### config.mk
export PLATFORM = sky130hd
export DESIGN_NAME = enigma_rst_seq
export DESIGN_NICKNAME = d
export VERILOG_FILES = /design/src/rtl/enigma_rst_seq.sv
export SDC_FILE = /design/constraint.sdc
export NUM_CORES = 1
export LEC_CHECK = 0
export BUFFER_PORTS_ARGS = -buffer_cell sky130_fd_sc_hd__buf_2
export CAP_MARGIN = 15
export CORE_UTILIZATION = 65
export DETAILED_ROUTE_END_ITERATION = 7
export PLACE_DENSITY = 0.9
export SLEW_MARGIN = 5
export SYNTH_ARGS = -nofsm -noshare
export SYNTH_HDL_FRONTEND = slang
export SYNTH_SLANG_ARGS = --single-unit
export TNS_END_PERCENT = 10
### constraint.sdc
create_clock -name clk -period 4.9 [get_ports clk]
set_input_delay 0.98 -clock clk [delete_from_list [all_inputs] [get_ports clk]]
set_output_delay 0.98 -clock clk [all_outputs]
set_load 0.05 [all_outputs]
### src/rtl/enigma_rst_seq.sv
// Reset sequencer: filters MMCM lock, debounces the board button and
// stretches reset before releasing enigma_top synchronously.
module enigma_rst_seq #(
  parameter int CLK_FREQ       = 12_000_000,
  parameter int DEBOUNCE_MS    = 10,
  parameter int STUCK_MS       = 1000,
  parameter int LOCK_FILTER    = 16,
  parameter int STRETCH_CYCLES = 1024
) (
  input  logic       clk,
  input  logic       ext_rst_n,
  input  logic       pll_locked,
  input  logic       btn_rst_n,
  output logic       sys_rst_n,
  output logic       btn_stuck,
  output logic [7:0] lock_lost_cnt,
  output logic [1:0] seq_state
);

  localparam int DB_CYC = CLK_FREQ / 1000 * DEBOUNCE_MS;
  localparam int STK_CYC = CLK_FREQ / 1000 * STUCK_MS;
  localparam int LKW = $clog2(LOCK_FILTER + 1);
  localparam int DBW = $clog2(DB_CYC + 1);
  localparam int STW = $clog2(STK_CYC + 1);
  localparam int SCW = $clog2(STRETCH_CYCLES + 1);

  localparam logic [LKW-1:0] LK_MAX = LKW'(LOCK_FILTER);
  localparam logic [DBW-1:0] DB_LAST = DBW'(DB_CYC - 1);
  localparam logic [STW-1:0] STK_MAX = STW'(STK_CYC);
  localparam logic [STW-1:0] STK_LAST = STW'(STK_CYC - 1);
  localparam logic [SCW-1:0] SC_LAST = SCW'(STRETCH_CYCLES - 1);

  typedef enum logic [1:0] {
    WAIT_LOCK = 2'd0,
    STRETCH   = 2'd1,
    RUN       = 2'd2
  } state_t;

  state_t         state;
  logic           lk_s1;
  logic           locked_s;
  logic           bt_s1;
  logic           btn_s;
  logic           btn_db;
  logic [LKW-1:0] lk_cnt;
  logic [DBW-1:0] db_cnt;
  logic [STW-1:0] st_cnt;
  logic [SCW-1:0] sc_cnt;
  logic           lock_ok;
  logic           btn_press;

  assign lock_ok = (lk_cnt == LK_MAX);
  assign btn_press = !btn_db && !btn_stuck;
  assign seq_state = state;

  // Button chain idles high so an untouched button never reads as a press.
  always_ff @(posedge clk or negedge ext_rst_n) begin
    if (!ext_rst_n) begin
      lk_s1 <= 1'b0;
      locked_s <= 1'b0;
      bt_s1 <= 1'b1;
      btn_s <= 1'b1;
    end else begin
      lk_s1 <= pll_locked;
      locked_s <= lk_s1;
      bt_s1 <= btn_rst_n;
      btn_s <= bt_s1;
    end
  end

  always_ff @(posedge clk or negedge ext_rst_n) begin
    if (!ext_rst_n) begin
      lk_cnt <= '0;
    end else if (!locked_s) begin
      lk_cnt <= '0;
    end else if (lk_cnt != LK_MAX) begin
      lk_cnt <= lk_cnt + LKW'(1);
    end
  end

  always_ff @(posedge clk or negedge ext_rst_n) begin
    if (!ext_rst_n) begin
      btn_db <= 1'b1;
      db_cnt <= '0;
    end else if (btn_s == btn_db) begin
      db_cnt <= '0;
    end else if (db_cnt == DB_LAST) begin
      btn_db <= btn_s;
      db_cnt <= '0;
    end else begin
      db_cnt <= db_cnt + DBW'(1);
    end
  end

  always_ff @(posedge clk or negedge ext_rst_n) begin
    if (!ext_rst_n) begin
      st_cnt <= '0;
      btn_stuck <= 1'b0;
    end else if (btn_db) begin
      st_cnt <= '0;
      btn_stuck <= 1'b0;
    end else if (st_cnt != STK_MAX) begin
      st_cnt <= st_cnt + STW'(1);
      if (st_cnt == STK_LAST) btn_stuck <= 1'b1;
    end
  end

  always_ff @(posedge clk or negedge ext_rst_n) begin
    if (!ext_rst_n) begin
      state <= WAIT_LOCK;
      sc_cnt <= '0;
      sys_rst_n <= 1'b0;
      lock_lost_cnt <= '0;
    end else begin
      unique case (state)
        WAIT_LOCK: begin
          sys_rst_n <= 1'b0;
          if (lock_ok && !btn_press) begin
            state <= STRETCH;
            sc_cnt <= '0;
          end
        end
        STRETCH: begin
          if (!lock_ok || btn_press) begin
            state <= WAIT_LOCK;
          end else if (sc_cnt == SC_LAST) begin
            state <= RUN;
            sys_rst_n <= 1'b1;
          end else begin
            sc_cnt <= sc_cnt + SCW'(1);
          end
        end
        RUN: begin
          // Lock loss wins over a simultaneous press for the counter.
          if (!lock_ok) begin
            state <= WAIT_LOCK;
            sys_rst_n <= 1'b0;
            if (lock_lost_cnt != 8'hFF)
              lock_lost_cnt <= lock_lost_cnt + 8'd1;
          end else if (btn_press) begin
            state <= WAIT_LOCK;
            sys_rst_n <= 1'b0;
          end
        end
        default: begin
          state <= WAIT_LOCK;
          sys_rst_n <= 1'b0;
        end
      endcase
    end
  end

endmodule

* After elaboration in Yosys (flattened, before gate mapping)
Cells that the tools add are included.
Cells by class: $add $sub $neg 5, bitwise logic cells 2, reductions and logical operators 17, eq/ne operators 17, multiplexer cells 24
Operators by type and width (count):
- 2-to-1 mux 24 bit | 2
- 2-to-1 mux 17 bit | 2
- 2-to-1 mux 11 bit | 3
- adder 24 x 1 -> 24 bit, second input constant | 1
- equality test 24 bit, second input constant | 1
- inequality test 24 bit, second input constant | 1
- case mux 11 bit (2 select lines) | 1
- adder 17 x 1 -> 17 bit, second input constant | 1
- equality test 17 bit, second input constant | 1
- adder 11 x 1 -> 11 bit, second input constant | 1
- equality test 11 x 10 -> 1 bit, second input constant | 1
- 2-to-1 mux 2 bit | 5
- 2-to-1 mux 5 bit | 2
- AND reduction 3 bit | 3
- adder 8 x 1 -> 8 bit, second input constant | 1
- inequality test 2 bit, second input constant | 4
- inequality test 8 bit, second input constant | 1
- 2-to-1 mux 1 bit | 7
- inequality test 3 bit, second input constant | 2
- case mux 2 bit (3 select lines) | 1
- nonzero test 2 bit | 3
- adder 5 x 1 -> 5 bit, second input constant | 1
- equality test 5 bit, second input constant | 1
- inequality test 5 bit, second input constant | 1
- other kinds (12) | 18
Word-level totals: word-level logic and storage cells 78, flip-flop bits (word level) 74, input bits 4

* Logic depth before layout (Yosys ltp)
depth after elaboration 6, depth in mapped cells 7, depth with buffers taken out 6

* Worst setup path after synthesis
OpenSTA, ideal clock, no wires.
path kind flip-flop to flip-flop, start point reg lock_lost_cnt[0], end point reg lock_lost_cnt[5], arrival time 1997 ps, clock period less this slack 2140 ps, path slack 2760 ps, library setup time 142 ps, data required time 4758 ps, cell stages (with the launch flop) 6, path buffers 0, cell sequence dfrtp_1 ha_1 and3_1 a2111oi_0 nand3_1 xnor2_1
On the way: word-level cells in the longest chain between the ends 2, elaborated cells on any way between the ends 3
RTL lines:
- from (decl) | RTL line 16 | output logic [7:0] lock_lost_cnt,
- from (signal assigned) | RTL line 139 | lock_lost_cnt <= lock_lost_cnt + 8'd1;
- parallel branches: the longest is 2 deep, another holds adder 8 x 1 -> 8 bit
Parallel ways; which one is timed is not known. A chain may end at the register's enable or synchronous reset.

* Worst setup path after layout
start point reg state[0] (netlist: seq_state[0]), end point out seq_state[0]
RTL lines:
- from (decl) | RTL line 39 | state_t state;
- from (signal assigned) | RTL line 110 | state <= WAIT_LOCK;
- from (signal assigned) | RTL line 119 | state <= STRETCH;
- from (signal assigned) | RTL line 125 | state <= WAIT_LOCK;
- to (decl) | RTL line 17 | output logic [1:0] seq_state
No word-level cell between the ends.

==> qor.yml <==
synth_area_leader_cell: "dfrtp_1"
start_util_pct: 68.2
fin_area_sq_mm: 0.00410
register_area_sq_mm: 0.00186
grtUsageTotal_pct: 27.9
min_from: "bt_s1"
status: "finished clean"
crit_path_end_kind: "output pin"
grt.overflow.total: 0
vias: 3002
grt_first_pass_wirelength_um: 13200
cp_max_fo: 24
hold_viol_final: 0
synth_edf_count: 0
dp_slack_ns: 2.61
diodes: 0
cp.depth: 1
pwr-share-comb_pct: 2.4
cts.sinks: 74
fp.dieH_um: 78.3
placed_cells: 458
r2r_end: "lock_lost_cnt[5]"
slew_viol_final: 0
ant_nets: 0
synth_top_area_share_pct: 47.0
slowest_delay_ns: 0.77
htree_levels: 3
final_common_cell: "dfrtp_1"
r2r_cells: 4
critPathBufInv: 1
hold_class: "register to register"
syn-cell-area_sq_mm: 0.00378
numCtsBuffers: 9
hpwl_um: 5180
dieArea_sq_mm: 0.00612
ir_worst_vdd_uv: 193
num_rows: 27
core_area_sq_mm: 0.00554
relSlewSlack_pct: 26.9
post_cts_buffers: 0
finalNonFillerCells: 474
multi_input_area_sq_mm: 0.00182
p_sw_mw: 0.269
post-route-period-util_pct: 50.8
drive_above_1_share_pct: 10.9
drc: 0
antenna_found_initial: 0
r2r_start: "seq_state[0]"
cp.required_ns: 3.92
wirelength_um: 7780
syn_inst: 381
grt_max_degree: 44
wire_per_inst_um: 16.4
finClkSkew_ns: 0.0178
grt_pass1_vias: 2939
p_int_mw: 0.862
r2r_slack_ns: 2.55
cts_tree: "done"
die_w_um: 78.3
drtIter0Drc: 246
synth_cell_types: 52
ioPinCount: 16
clock.fmax_mhz: 402
timing.final.crit_period_ns: 2.49
clk_latency_ns: 0.36
drt_pass1_iterations: 4
crit_path_top_delay_cell: "dfrtp_1"
syn_nets: 392
fin_ws_ns: 2.41
place.port_buffers: 15
clkPwrFrac_pct: 42.7
p_sw_share_pct: 23.8
synth_area_leaders: "dfrtp_1, xnor2_1, nand3_1"
via_per_inst: 6.33
root_buffer: "clkbuf_8"
cp.arrival_ns: 1.51
final_cell_mix: "dfrtp_1, nor2_1, nand3_1, nand2_1, a21oi_1"
power_frac_seq_pct: 55.0
ys_seq_elements: 74
nets: 408
worstPathCellList: "buf_2"
place_area_sq_mm: 0.00390
ys.flop_type: "dfrtp_1"
powerDensity_mw_per_mm2: 276
synth_seq_area_share_pct: 49.1
cp-start-kind: "register"
critPathKind: "register to output pin"
area_delta_synth_final_pct: 8.54
hold_path_depth: 0
crit_start: "seq_state[0]"
cts_hold_buffers: 0
p_leak_nw: 1.72
postCtsResizedCells: 0
synth_async_sr_flop_share_pct: 100
crit_family: "flip-flops"
rsz0062_at_grt: "no"
worstMarginPinSlew_ns: 1.07
clk_pin_slew_ns: 0.09
ys_warn_count: 0
clockBufferDepth: 2
place.gp.congestion: 0.873
drv_cap: 0
tns_ns: 0
setup_viol: 0
postSynthAreaPerCell_sq_um: 9.92
min_to: "btn_s"
nFillCells: 378
-- sequential cells by signal (all words and copies together) (netlist names) --
register / cells
lk_s1: 1
sys_rst_n: 1
locked_s: 1
seq_state: 2
btn_stuck: 1
lock_lost_cnt: 8
btn_db: 1
lk_cnt: 5
db_cnt: 17
bt_s1: 1
btn_s: 1
st_cnt: 24
sc_cnt: 11
-- area by class of cell --
class	instances	share of cell area (%)
Sequential cell	74	45.2
Multi-Input combinational cell	283	44.5
Clock buffer	9	3.02
Tap cell	72	2.20
Timing Repair Buffer	16	2.01
Clock inverter	7	1.89
Inverter	13	1.19
-- power by group through the flow --
stage	combinational [mW]	clock, mW	sequential (mW)
after floorplan	0.0112	0	0.633
after global placement	0.0262	0	0.633
after detailed placement	0.0271	0	0.634
after CTS	0.0276	0.488	0.622
after global routing	0.0310	0.510	0.623
final	0.0266	0.483	0.622
-- synthesized netlist by cell type, types with 2 or more instances --
master,count
o211ai_1,5
nor4bb_1,2
a211o_1,4
xnor2_1,21
nand3_1,28
nand2b_1,6
nor4b_1,6
a21oi_1,22
and4_1,7
o31ai_1,6
nor3_1,11
ha_1,7
xor2_1,13
and2_1,4
o21ai_0,13
nor2_1,31
and3_1,9
or3_1,11
nor3b_1,2
nor2b_1,2
nand2_1,23
inv_1,12
mux2_2,2
nor4_1,6
dfstp_2,3
clkbuf_1,8
or4_1,6
nand4_1,15
dfrtp_1,71
buf_2,2
a21boi_0,2
-- metrics by stage --
step           power [mW]  util, %  hold WS (ns)
3_3_place_gp        0.660     70.4         0.347
5_1_grt              1.16     74.1         0.366
3_5_place_dp        0.661     70.4         0.348
6_report             1.13     74.1         0.359
4_1_cts              1.14     74.1         0.359
2_1_floorplan       0.644        -         0.331
-- logic make-up (layout without fill, tap and decap cells) --
family | count (synthesis) | in the layout | synth area share, %
simple gates | 179 | 179 | 27.1
buf+inv | 24 | 45 | 2.65
compound gates | 61 | 61 | 10.4
flops | 74 | 74 | 49.1
xor+xnor | 34 | 34 | 7.88
fa+ha+maj | 7 | 7 | 2.32
mux | 2 | 2 | 0.596
-- routing by layer --
| layer | global-route usage (%) | up-vias | routed length [um] |
|---|---|---|---|
| met5 | 0 | - | 0 |
| met2 | 46.9 | 65 | 3930 |
| met3 | 4.88 | 13 | 244 |
| met4 | 13.1 | 0 | 146 |
| li1 | - | 1438 | - |
| met1 | 35.1 | 1486 | 3460 |
-- worst max-delay path by stage --
stage / endpoint / slack, ns
2_1_floorplan: lock_lost_cnt[5] / 2.76
3_3_place_gp: sc_cnt[6] / 2.71
3_5_place_dp: db_cnt[7] / 2.61
4_1_cts: seq_state[0] / 2.44
5_1_grt: seq_state[0] / 2.37
6_report: seq_state[0] / 2.41
No activity file was read; power rests on OpenSTA's default activity.
